==> src/rtl/pipe_pkg.sv <==
`default_nettype none
// ---------------------------------------------------------------------------
// pipe_pkg : shared types and per-boundary NOP encodings for elastic stages
// Revision : 1.0
// ---------------------------------------------------------------------------
package pipe_pkg;

  typedef enum logic [1:0] {
    PS_EMPTY = 2'd0,
    PS_FULL  = 2'd1,
    PS_SKID  = 2'd2
  } pipe_state_e;

  // ID/EX bubble must not start a multiply/divide (mul_div_op = 4'b1111 is idle)
  localparam logic [15:0] C_NOP_IF_ID  = 16'h0000;
  localparam logic [15:0] C_NOP_ID_EX  = 16'h000F;
  localparam logic [15:0] C_NOP_EX_MEM = 16'h0000;
  localparam logic [15:0] C_NOP_MEM_WB = 16'h0000;

endpackage
`default_nettype wire

==> src/rtl/pipe_skid_entry.sv <==
`default_nettype none
// ---------------------------------------------------------------------------
// pipe_skid_entry : valid flag plus control/data payload register
// Revision : 1.0
// ---------------------------------------------------------------------------
module pipe_skid_entry
  import pipe_pkg::*;
#(
  parameter int                CTRL_W   = 16,
  parameter int                DATA_W   = 128,
  parameter logic [CTRL_W-1:0] NOP_CTRL = '0
) (
  input  logic              clk,
  input  logic              reset,
  input  logic              i_load,
  input  logic              i_clear,
  input  logic              i_clr_data,
  input  logic [CTRL_W-1:0] i_ctrl,
  input  logic [DATA_W-1:0] i_data,
  output logic              o_valid,
  output logic [CTRL_W-1:0] o_ctrl,
  output logic [DATA_W-1:0] o_data
);

  logic              r_valid;
  logic [CTRL_W-1:0] r_ctrl;
  logic [DATA_W-1:0] r_data;

  // Control is forced to NOP whenever the entry goes invalid, so it can be
  // presented downstream without an output mux.
  always_ff @(posedge clk) begin
    if (reset) begin
      r_valid <= 1'b0;
      r_ctrl  <= NOP_CTRL;
      r_data  <= '0;
    end else if (i_clear) begin
      r_valid <= 1'b0;
      r_ctrl  <= NOP_CTRL;
      if (i_clr_data) r_data <= '0;
    end else if (i_load) begin
      r_valid <= 1'b1;
      r_ctrl  <= i_ctrl;
      r_data  <= i_data;
    end
  end

  assign o_valid = r_valid;
  assign o_ctrl  = r_ctrl;
  assign o_data  = r_data;

endmodule
`default_nettype wire

==> src/rtl/pipe_stage_elastic.sv <==
`default_nettype none
// ---------------------------------------------------------------------------
// pipe_stage_elastic : valid/ready pipeline register with 2-entry skid buffer
// Revision : 1.0
// ---------------------------------------------------------------------------
module pipe_stage_elastic
  import pipe_pkg::*;
#(
  parameter int                CTRL_W   = 16,
  parameter int                DATA_W   = 128,
  parameter logic [CTRL_W-1:0] NOP_CTRL = '0,
  parameter bit                CLR_DATA = 1'b1,
  parameter int                CNT_W    = 16
) (
  input  logic              clk,
  input  logic              reset,
  input  logic              flush,
  input  logic              in_valid,
  output logic              in_ready,
  input  logic [CTRL_W-1:0] in_ctrl,
  input  logic [DATA_W-1:0] in_data,
  output logic              out_valid,
  input  logic              out_ready,
  output logic [CTRL_W-1:0] out_ctrl,
  output logic [DATA_W-1:0] out_data,
  output logic [CNT_W-1:0]  stall_cnt
);

  pipe_state_e       r_state;
  pipe_state_e       w_state_nxt;
  logic              r_in_ready;
  logic [CNT_W-1:0]  r_stall_cnt;

  logic              w_acc, w_drn, w_clr_data;
  logic              w_main_load, w_main_clear, w_main_sel_skid;
  logic              w_skid_load, w_skid_clear;
  logic              w_main_valid, w_skid_valid;
  logic [CTRL_W-1:0] w_skid_ctrl, w_main_ctrl_in;
  logic [DATA_W-1:0] w_skid_data, w_main_data_in;

  assign w_acc      = in_valid && r_in_ready;
  assign w_drn      = w_main_valid && out_ready;
  assign w_clr_data = flush && CLR_DATA;

  always_comb begin
    w_state_nxt     = r_state;
    w_main_load     = 1'b0;
    w_main_clear    = 1'b0;
    w_main_sel_skid = 1'b0;
    w_skid_load     = 1'b0;
    w_skid_clear    = 1'b0;
    if (flush) begin
      w_state_nxt  = PS_EMPTY;
      w_main_clear = 1'b1;
      w_skid_clear = 1'b1;
    end else begin
      case (r_state)
        PS_EMPTY: if (w_acc) begin
          w_main_load = 1'b1;
          w_state_nxt = PS_FULL;
        end
        PS_FULL: begin
          if (w_acc && w_drn) begin
            w_main_load = 1'b1;
          end else if (w_acc) begin
            w_skid_load = 1'b1;
            w_state_nxt = PS_SKID;
          end else if (w_drn) begin
            w_main_clear = 1'b1;
            w_state_nxt  = PS_EMPTY;
          end
        end
        PS_SKID: if (w_drn) begin
          w_main_load     = 1'b1;
          w_main_sel_skid = 1'b1;
          w_skid_clear    = 1'b1;
          w_state_nxt     = PS_FULL;
        end
        default: w_state_nxt = PS_EMPTY;
      endcase
    end
  end

  assign w_main_ctrl_in = w_main_sel_skid ? w_skid_ctrl : in_ctrl;
  assign w_main_data_in = w_main_sel_skid ? w_skid_data : in_data;

  // in_ready is a pure flop: low exactly while the skid entry is occupied
  always_ff @(posedge clk) begin
    if (reset) begin
      r_state     <= PS_EMPTY;
      r_in_ready  <= 1'b1;
      r_stall_cnt <= '0;
    end else begin
      r_state    <= w_state_nxt;
      r_in_ready <= (w_state_nxt != PS_SKID);
      if (w_main_valid && !out_ready && (r_stall_cnt != {CNT_W{1'b1}}))
        r_stall_cnt <= r_stall_cnt + 1'b1;
    end
  end

  pipe_skid_entry #(
    .CTRL_W   (CTRL_W),
    .DATA_W   (DATA_W),
    .NOP_CTRL (NOP_CTRL)
  ) u_main (
    .clk        (clk),
    .reset      (reset),
    .i_load     (w_main_load),
    .i_clear    (w_main_clear),
    .i_clr_data (w_clr_data),
    .i_ctrl     (w_main_ctrl_in),
    .i_data     (w_main_data_in),
    .o_valid    (w_main_valid),
    .o_ctrl     (out_ctrl),
    .o_data     (out_data)
  );

  pipe_skid_entry #(
    .CTRL_W   (CTRL_W),
    .DATA_W   (DATA_W),
    .NOP_CTRL (NOP_CTRL)
  ) u_skid (
    .clk        (clk),
    .reset      (reset),
    .i_load     (w_skid_load),
    .i_clear    (w_skid_clear),
    .i_clr_data (w_clr_data),
    .i_ctrl     (in_ctrl),
    .i_data     (in_data),
    .o_valid    (w_skid_valid),
    .o_ctrl     (w_skid_ctrl),
    .o_data     (w_skid_data)
  );

  assign in_ready  = r_in_ready;
  assign out_valid = w_main_valid;
  assign stall_cnt = r_stall_cnt;

endmodule
`default_nettype wire

==> config.mk <==
export PLATFORM = sky130hd
export DESIGN_NAME = pipe_stage_elastic
export DESIGN_NICKNAME = d
export VERILOG_FILES = /design/src/rtl/pipe_pkg.sv /design/src/rtl/pipe_skid_entry.sv /design/src/rtl/pipe_stage_elastic.sv
export SDC_FILE = /design/constraint.sdc
export NUM_CORES = 1
export LEC_CHECK = 0
export ABC_AREA = 1
export CORE_ASPECT_RATIO = 0.7
export CORE_UTILIZATION = 35
export CTS_BUF_LIST = sky130_fd_sc_hd__clkbuf_16
export CTS_CLUSTER_DIAMETER = 60
export DETAILED_ROUTE_END_ITERATION = 7
export DONT_BUFFER_PORTS = 1
export SLEW_MARGIN = 10
export SYNTH_ARGS = -nofsm -noshare
export SYNTH_HDL_FRONTEND = slang
export SYNTH_HIERARCHICAL = 1
export SYNTH_SLANG_ARGS = --single-unit
==> constraint.sdc <==
create_clock -name clk -period 2 [get_ports clk]
set_input_delay 0.4 -clock clk [delete_from_list [all_inputs] [get_ports clk]]
set_output_delay 0.4 -clock clk [all_outputs]
set_load 0.02 [all_outputs]
# Yosys cells after proc, flatten, opt, wreduce, memory -nomap -nowiden

Cells that the tools add are included.

Input port bits: 149
Word-level logic and storage cells: 57
Output and inout bits: 162
Bits in registers: 308

Multiplexer cells: 29
$add $sub $neg: 1
Reduce and logical (&&, ||, !) cells: 13
Equal/unequal tests: 6

Operator list:

| operator                | number |
|---|---|
| $mux W128               | 6 |
| $add A16 B1 Y16 const B | 1 |
| $mux W16                | 1 |
| $ne A16 B16 Y1 const B  | 1 |
| $mux W1                 | 14 |
| $mux W2                 | 6 |
| $ne A2 B2 Y1 const B    | 3 |
| $pmux W2 S3             | 1 |
| $logic_and A1 B1 Y1     | 5 |
| $reduce_and A2 Y1       | 2 |
| $reduce_bool A2 Y1      | 2 |
| $reduce_or A2 Y1        | 2 |
| $pmux W1 S3             | 1 |
| $eq A2 B1 Y1 const B    | 1 |
| $eq A2 B2 Y1 const B    | 1 |
| $logic_not A2 Y1        | 1 |
| $logic_not A1 Y1        | 1 |

# Longest topological paths before layout

Gate-level depths: netlist (run 1).

Depth after elaboration: 8
Gate-level depth with buffers: 12
Mapped depth without buffers: 9

# By module

Netlist (run 1), hierarchy kept.

Modules (own cells, without submodules):

| module             | times used | area each (µm²) | cells an instance | seq. area each (µm²) |
|---|---|---|---|---|
| pipe_skid_entry    | 2          | 6381.1          | 646               | 2902.8 |
| pipe_stage_elastic | 1          | 3138.0          | 339               | 380.4 |

# Worst setup path before layout (run 1)

Ideal clock, no wire load.

Path type: flip-flop to flip-flop
Start: register u_main.r_valid (netlist: u_main/o_valid)
End: register u_main.r_data[100] (netlist: u_main/o_data[100])
Data required time: 1.857 ns
Cell stages (with the launch flop): 10
Setup slack: -0.003 ns
Buffers on the path: 2
Clock period less this slack: 2.003 ns
Data arrival time: 1.860 ns
Setup time: 0.143 ns
Cell sequence: dfxtp_1 > nand2_2 > inv_1 > nand2_1 > o31ai_1 > nand2_1 > buf_4 > clkbuf_8 > nand3_2 > a21oi_2

Cells in the longest elaborated chain, start to end: 8
Elaborated cells on any way between the ends: 18
Classes of those cells: eq/ne (1); mux (13); reduce/logical (4)

RTL lines:

| what                                                                       | line                     | text |
|---|---|---|
| from (decl)                                                                | pipe_skid_entry.sv:25    | `logic r_valid;` |
| from (signal assigned)                                                     | pipe_skid_entry.sv:33    | `r_valid <= 1'b0;` |
| from (signal assigned)                                                     | pipe_skid_entry.sv:37    | `r_valid <= 1'b0;` |
| from (signal assigned)                                                     | pipe_skid_entry.sv:41    | `r_valid <= 1'b1;` |
| $logic_and A1 B1 Y1 *                                                      | pipe_stage_elastic.sv:42 | `assign w_drn = w_main_valid && out_ready;` |
| $mux W1                                                                    | pipe_stage_elastic.sv:68 | `end else if (w_drn) begin` |
| $mux W1                                                                    | pipe_stage_elastic.sv:65 | `end else if (w_acc) begin` |
| $mux W1 *                                                                  | pipe_stage_elastic.sv:63 | `if (w_acc && w_drn) begin` |
| $mux W1 *                                                                  | pipe_stage_elastic.sv:57 | `case (r_state)` |
| $mux W1 *                                                                  | pipe_stage_elastic.sv:52 | `if (flush) begin` |
| named net w_main_clear                                                     | pipe_stage_elastic.sv:35 | `logic w_main_load, w_main_clear, w_main_sel_skid;` |
| $ne A2 B2 Y1 (no source line) / $reduce_bool A2 Y1 (equally long branches) | --                       |  |
| $reduce_and A2 Y1 (no source line)                                         | --                       |  |
| to (signal assigned)                                                       | pipe_skid_entry.sv:43    | `r_data <= i_data;` |
| to (decl)                                                                  | pipe_skid_entry.sv:27    | `logic [DATA_W-1:0] r_data;` |

The timed path passes the listed nets; every way through them passes the cells marked *. The select of a mux whose other input is x is not followed.
A chain may end at the register's enable or synchronous reset.

# Final worst setup path (run 1)

Start: register r_state[0]
End: register u_main.r_data[12] (netlist: u_main/o_data[12])

Cells in the longest elaborated chain, start to end: 6
Elaborated cells on any way between the ends: 15
Classes of those cells: eq/ne (3); mux (9); reduce/logical (3)

RTL lines:

| what                         | line                     | text |
|---|---|---|
| from (decl)                  | pipe_stage_elastic.sv:29 | `pipe_state_e r_state;` |
| from (signal assigned)       | pipe_stage_elastic.sv:94 | `r_state <= w_state_nxt;` |
| $eq A2 B2 Y1                 | pipe_stage_elastic.sv:57 |  |
| $mux W1                      | pipe_stage_elastic.sv:57 |  |
| $mux W1                      | pipe_stage_elastic.sv:52 |  |
| $mux W128                    | pipe_stage_elastic.sv:85 | `assign w_main_data_in = w_main_sel_skid ? w_skid_data : in_data;` |
| named net w_main_data_in[12] | pipe_stage_elastic.sv:39 | `logic [DATA_W-1:0] w_skid_data, w_main_data_in;` |
| $mux W128                    | pipe_skid_entry.sv:40    | `end else if (i_load) begin` |
| $mux W128                    | pipe_skid_entry.sv:36    | `end else if (i_clear) begin` |

The timed path passes the listed nets, and every way through them passes these cells. The select of a mux whose other input is x is not followed.

==> flow_summary.json, run 1 <==
{
  "arrival_ns": 2.34,
  "hold_slack_ns": 0.01839,
  "post_synth_inst_count": 1628,
  "cts_root_buf": "sky130_fd_sc_hd__clkbuf_16",
  "synthesis.yosys.warnings": 6,
  "timing.final.max_slew_violations": 0,
  "grt_pass1_wl_um": 66760,
  "coreArea_sq_um": 44200,
  "drcViolationCount": 0,
  "power.density_nw_per_um2": 769.6,
  "final_cell_count_no_fill": 2242,
  "num-fill-cells": 4348,
  "hold_path_startpoint": "in_data[1]",
  "design.final.nets": 1771,
  "cpLargestDelayFamily": "buffers and inverters",
  "detailedPlace.worstSlack_ns": 0.08117,
  "via_count_of_the_first_global_routing_pass": 11640,
  "via_count": 11470,
  "detail_route.vias_per_cell": 5.114,
  "cts_inserted_buffers": 36,
  "portBuffers": 0,
  "cellLeakagePower_nw": 5.603,
  "crit_slowest_cell": "sky130_fd_sc_hd__dfxtp_1",
  "place.detailed.hpwl_um": 27540,
  "critical_path_peak_fanout": 28,
  "ctsHtreeMaxLevel": 2,
  "worst_setup_path_startpoint": "r_state[0]",
  "routed_antenna_nets": 0,
  "unrepaired_setup_endpoints_after_global_routing": "yes",
  "clock_pin_slew_on_the_worst_setup_and_hold_paths_ns": 0.06,
  "final_layout_size_suffix_gt1_frac": 0.4247,
  "crit_path_cell_trace": "inv_2 > nand2_1 > nor2_2 > buf_4 > nand2_8 > buf_12 > mux2_2 > nand2_1 > a21oi_2",
  "worstPathRequired_ns": 2.36,
  "post-route-worst-setup-slack_ns": 0.01514,
  "gp_congestion": 0.8434,
  "die_h_um": 180.2,
  "max_clock_freq_mhz": 503.8,
  "overflow": 0,
  "totalPowerFinal_w": 0.01357,
  "critPathMostFrequentCell": "sky130_fd_sc_hd__nand2_1",
  "setup_tns_ns": 0,
  "path_class": "reg -> reg",
  "worstHoldPathType": "in -> reg",
  "syn_avg_cell_area_sq_um": 9.750,
  "worstReg2RegStart": "r_state[0]",
  "grt_antenna_before_repair": 1,
  "maxCapViolCount": 0,
  "rows": 64,
  "status": "completed",
  "drt_iter0_markers": 577,
  "die-width_um": 256.5,
  "setup.worst_path.start_class": "flop",
  "detail_route.wirelength_um": 43120,
  "cts_buffer_depth": 3,
  "areaGrowthSynthToFinish_pct": 11.07,
  "worst-slew-pin-transition_ns": 1.085,
  "crit_buf_inv": 3,
  "gr-usage-all-layers": 0.1785,
  "floorplan.die_area_sq_um": 46220,
  "wl_per_cell_um": 19.23,
  "timing.final.hold_violations": 0,
  "ir_worst_vdd_mv": 0.4442,
  "place.detailed.instances": 2148,
  "timing.critical_path.slowest_cell_delay_ns": 0.42,
  "worst_setup_skew_after_layout_ns": 0.01766,
  "grt_max_degree": 272,
  "worst_skew_pair.late_latency_ns": 0.53,
  "start_util": 0.3591,
  "rrSetupSlack_ns": 0.02,
  "synth_area_sq_um": 15870,
  "clock-sinks": 308,
  "setup_violations": 0,
  "fin_crit_sh": 0.9924,
  "cp-end-kind": "flop",
  "pin_count": 311,
  "max-slew-margin-rel": 0.2769,
  "fin_crit_ns": 1.985,
  "drt-pass1-iter-count": 5,
  "tritoncts": "yes",
  "syn_nets": 1778
}
[power by group]
| group | internal [W] | switching (W) | total (W) |
|---|---|---|---|
| registers | 0.00623 | 0.000185 | 0.00642 |
| logic | 0.000382 | 0.000482 | 0.000864 |
| clock network | 0.00359 | 0.00270 | 0.00629 |
| total | 0.0102 | 0.00337 | 0.0136 |
[stage by stage]
stage	util	instance area (sq um)
2_1_floorplan	-	15880
3_3_place_gp	0.3653	16150
3_5_place_dp	0.3653	16150
4_1_cts	0.3962	17510
5_1_grt	0.3988	17630
6_report	0.3988	17630
[flip-flops by register name (all words and copies together), names as in the netlist]
signal	flops
in_ready	1
u_main/o_data	128
u_skid/o_data	128
stall_cnt	16
u_skid/o_ctrl	16
u_main/o_valid	1
r_state	2
u_main/o_ctrl	16
[cell usage in the layout (no fill, tap or decap), drive strengths merged, types with 6 or more instances in the layout]
| master | count |
|---|---|
| mux2 | 144 |
| nand2 | 387 |
| dlygate4sd3 | 25 |
| nor2 | 34 |
| nand4 | 6 |
| buf | 69 |
| clkbuf | 39 |
| inv | 32 |
| nand3 | 268 |
| a21oi | 300 |
| clkinv | 14 |
| o21ai | 8 |
| dfxtp | 308 |
[layout make-up]
| class | instances | area [sq um] | share of cell area |
|---|---|---|---|
| inverters | 22 | 87.58 | 0.004968 |
| clock buffers | 38 | 950.9 | 0.05394 |
| repair buffers | 95 | 1144 | 0.06487 |
| multi-input cells | 1158 | 8369 | 0.4747 |
| clock inverters | 25 | 163.9 | 0.009297 |
| flip-flops and latches | 308 | 6166 | 0.3498 |
| diodes | 2 | 5.005 | 0.0002839 |
| well taps | 594 | 743.2 | 0.04216 |
[layer usage]
| metal | share of wire | track usage |
|---|---|---|
| met2 | 0.45 | 0.2868 |
| met3 | 0.085 | 0.05865 |
| met5 | 0 | 0 |
| met4 | 0.024 | 0.05095 |
| met1 | 0.44 | 0.2273 |
[path summary, 6_finish.rpt]
path	to	depth (start not counted)
worst min-delay path	u_skid/o_data[1]	2
worst max register to register	u_main/o_data[12]	9
worst max-delay path	u_main/o_data[12]	9
worst min register to register	u_skid/o_ctrl[3]	2
[what timing repair did]
item                                   CTS  global route
gates resized for setup                  0             9
endpoints found under the hold margin  157            23
buffers inserted                         0             2
setup endpoints to repair                0           151
hold buffers                            25             1
(Power assumes the default switching activity.)
==> run 2: changes to the inputs <==
==> constraint.sdc (replaced) <==
create_clock -name clk -period 2.35 [get_ports clk]
set_input_delay 0.47 -clock clk [delete_from_list [all_inputs] [get_ports clk]]
set_output_delay 0.47 -clock clk [all_outputs]
set_load 0.02 [all_outputs]
==> run 2 against run 1 <==
The run now ends with max-slew violations left. Setup slack improved by 0.21 ns. Critical path type unchanged. Wire length is 2.6% lower. Flip-flop and latch count did not move. Clock skew increased by 0.0058 ns. Clock power down 14%.
==> flow_summary.json, run 2 (synthesized netlist as in run 1, its figures left out) <==
{
  "totalPowerFinal_w": 0.01155,
  "post_cts.resized_instances": 0,
  "worst-slew-pin-transition_ns": 1.689,
  "clock_pin_slew_on_the_worst_setup_and_hold_paths_ns": 0.06,
  "post_cts.repair.setup_buffers": 0,
  "setup_tns_ns": 0,
  "final_layout_size_suffix_gt1_frac": 0.4236,
  "cts_root_buf": "sky130_fd_sc_hd__clkbuf_16",
  "num-fill-cells": 4373,
  "wl_per_cell_um": 19.11,
  "path_class": "reg -> reg",
  "worstHoldPathType": "in -> reg",
  "unrepaired_setup_endpoints_after_global_routing": "no",
  "clock-sinks": 308,
  "worst_setup_skew_after_layout_ns": 0.02350,
  "setup.worst_path.start_class": "flop",
  "cellLeakagePower_nw": 5.397,
  "design.final.nets": 1731,
  "status": "finished, violations left",
  "start_util": 0.3591,
  "rows": 64,
  "fin_crit_sh": 0.9031,
  "worstReg2RegStart": "r_state[1]",
  "power.density_nw_per_um2": 672.5,
  "crit_slowest_cell": "sky130_fd_sc_hd__dfxtp_1",
  "max-slew-margin-rel": -0.1259,
  "setup_violations": 0,
  "worstPathRequired_ns": 2.69,
  "area.sequential_sq_um": 6166,
  "drt-pass1-iter-count": 4,
  "tritoncts": "yes",
  "gr-usage-all-layers": 0.1776,
  "grt_max_degree": 271,
  "die-width_um": 256.5,
  "antenna-diode-count": 0,
  "worst_skew_pair.late_latency_ns": 0.53,
  "timing.final.max_slew_violations": 96,
  "portBuffers": 0,
  "grt_pass1_wl_um": 66500,
  "cts_inserted_buffers": 36,
  "detail_route.wirelength_um": 41990,
  "place.detailed.hpwl_um": 27790,
  "hold_path_startpoint": "in_ctrl[15]",
  "most-common-layout-cells": "sky130_fd_sc_hd__nand2_1 (379), sky130_fd_sc_hd__dfxtp_1 (308), sky130_fd_sc_hd__a21oi_2 (210), sky130_fd_sc_hd__nand3_2 (200), sky130_fd_sc_hd__a21oi_1 (90)",
  "coreArea_sq_um": 44200,
  "grt_antenna_before_repair": 0,
  "arrival_ns": 2.47,
  "worst_setup_path_startpoint": "r_state[1]",
  "die_h_um": 180.2,
  "most_common_cell_after_layout_fill_and_taps_aside": "sky130_fd_sc_hd__nand2_1",
  "cp-end-kind": "flop",
  "ctsHtreeMaxLevel": 2,
  "max_clock_freq_mhz": 471.2,
  "cpLargestDelayFamily": "simple AND/OR/NAND/NOR gates",
  "crit_buf_inv": 2,
  "areaGrowthSynthToFinish_pct": 8.174,
  "floorplan.die_area_sq_um": 46220,
  "gp_congestion": 0.9055,
  "cts_buffer_depth": 3,
  "via_count_of_the_first_global_routing_pass": 11230,
  "violated_checks": "max-slew violations",
  "critical_path_peak_fanout": 26,
  "maxCapViolCount": 0,
  "fin_crit_ns": 2.122,
  "pin_count": 311,
  "timing.final.hold_violations": 0,
  "via_count": 11290,
  "detail_route.vias_per_cell": 5.137,
  "drt_iter0_markers": 598,
  "drcViolationCount": 0,
  "routed_antenna_nets": 0,
  "ir_worst_vdd_mv": 0.5295,
  "crit_path_cell_trace": "nand2_1 > nor2_2 > nor2_1 > a211oi_2 > buf_4 > nand2_8 > buf_12 > nand3_2 > a21oi_2",
  "overflow": 0,
  "timing.critical_path.slowest_cell_delay_ns": 0.39,
  "multi_input_comb_area_sq_um": 8344
}
run 2: changes by cell type in the layout (fill, tap and decap cells not counted), sizes merged, moves of 3 or more:
| cell | previous run | this run |
|---|---|---|
| clkbuf | 39 | 36 |
| clkinv | 14 | 9 |
| buf | 69 | 54 |
| dlygate4sd3 | 25 | 1 |
run 2: area by class of cell:
class / count / area share
multi-input cells: 1158 / 0.4860
clock buffers: 36 / 0.05247
well taps: 594 / 0.04329
repair buffers: 55 / 0.04168
flip-flops and latches: 308 / 0.3591
inverters: 22 / 0.005101
clock inverters: 24 / 0.01239
run 2: where the power goes:
part | switching (W) | total, W | internal [W]
combinational | 0.000380 | 0.000661 | 0.000281
sequential | 0.000158 | 0.00546 | 0.00531
clock | 0.00229 | 0.00542 | 0.00313
run 2: per-stage QoR:
| step | util | std cells | setup WS [ns] | hold slack, ns | instance area (sq um) |
|---|---|---|---|---|---|
| final | 0.3884 | 2197 | 0.2276 | 0.07926 | 17170 |
| after global routing | 0.3884 | 2197 | 0.07103 | 0.05329 | 17170 |
| after CTS | 0.3884 | 2197 | 0.2730 | 0.01720 | 17170 |
| after detailed placement | 0.3630 | 2136 | 0.2029 | 0.4523 | 16050 |
| after global placement | 0.3630 | 2136 | 0.2578 | 0.4473 | 16050 |
| after floorplan | - | 1628 | 0.3470 | 0.4366 | 15870 |
run 2: repair_timing:
action | 4_1_cts | 5_1_grt
hold buffers | 1 | 0
endpoints found under the setup margin | 0 | 0
hold endpoints to repair | 2 | 0
run 2: final timing paths:
check | endpoint | slack, ns | cells past startpoint
worst max register to register | u_main/o_data[46] | 0.23 | 9
worst max-delay path | u_main/o_data[46] | 0.23 | 9
worst min register to register | u_skid/o_ctrl[15] | 0.46 | 2
worst min-delay path | u_skid/o_ctrl[15] | 0.08 | 2
run 2: routing by layer:
metal,global-route usage,vias up,wire length [um]
li1,-,5439,-
met4,0.04452,0,825
met5,0,-,0
met2,0.2774,283,18830
met3,0.05949,56,3460
met1,0.2342,5507,18870
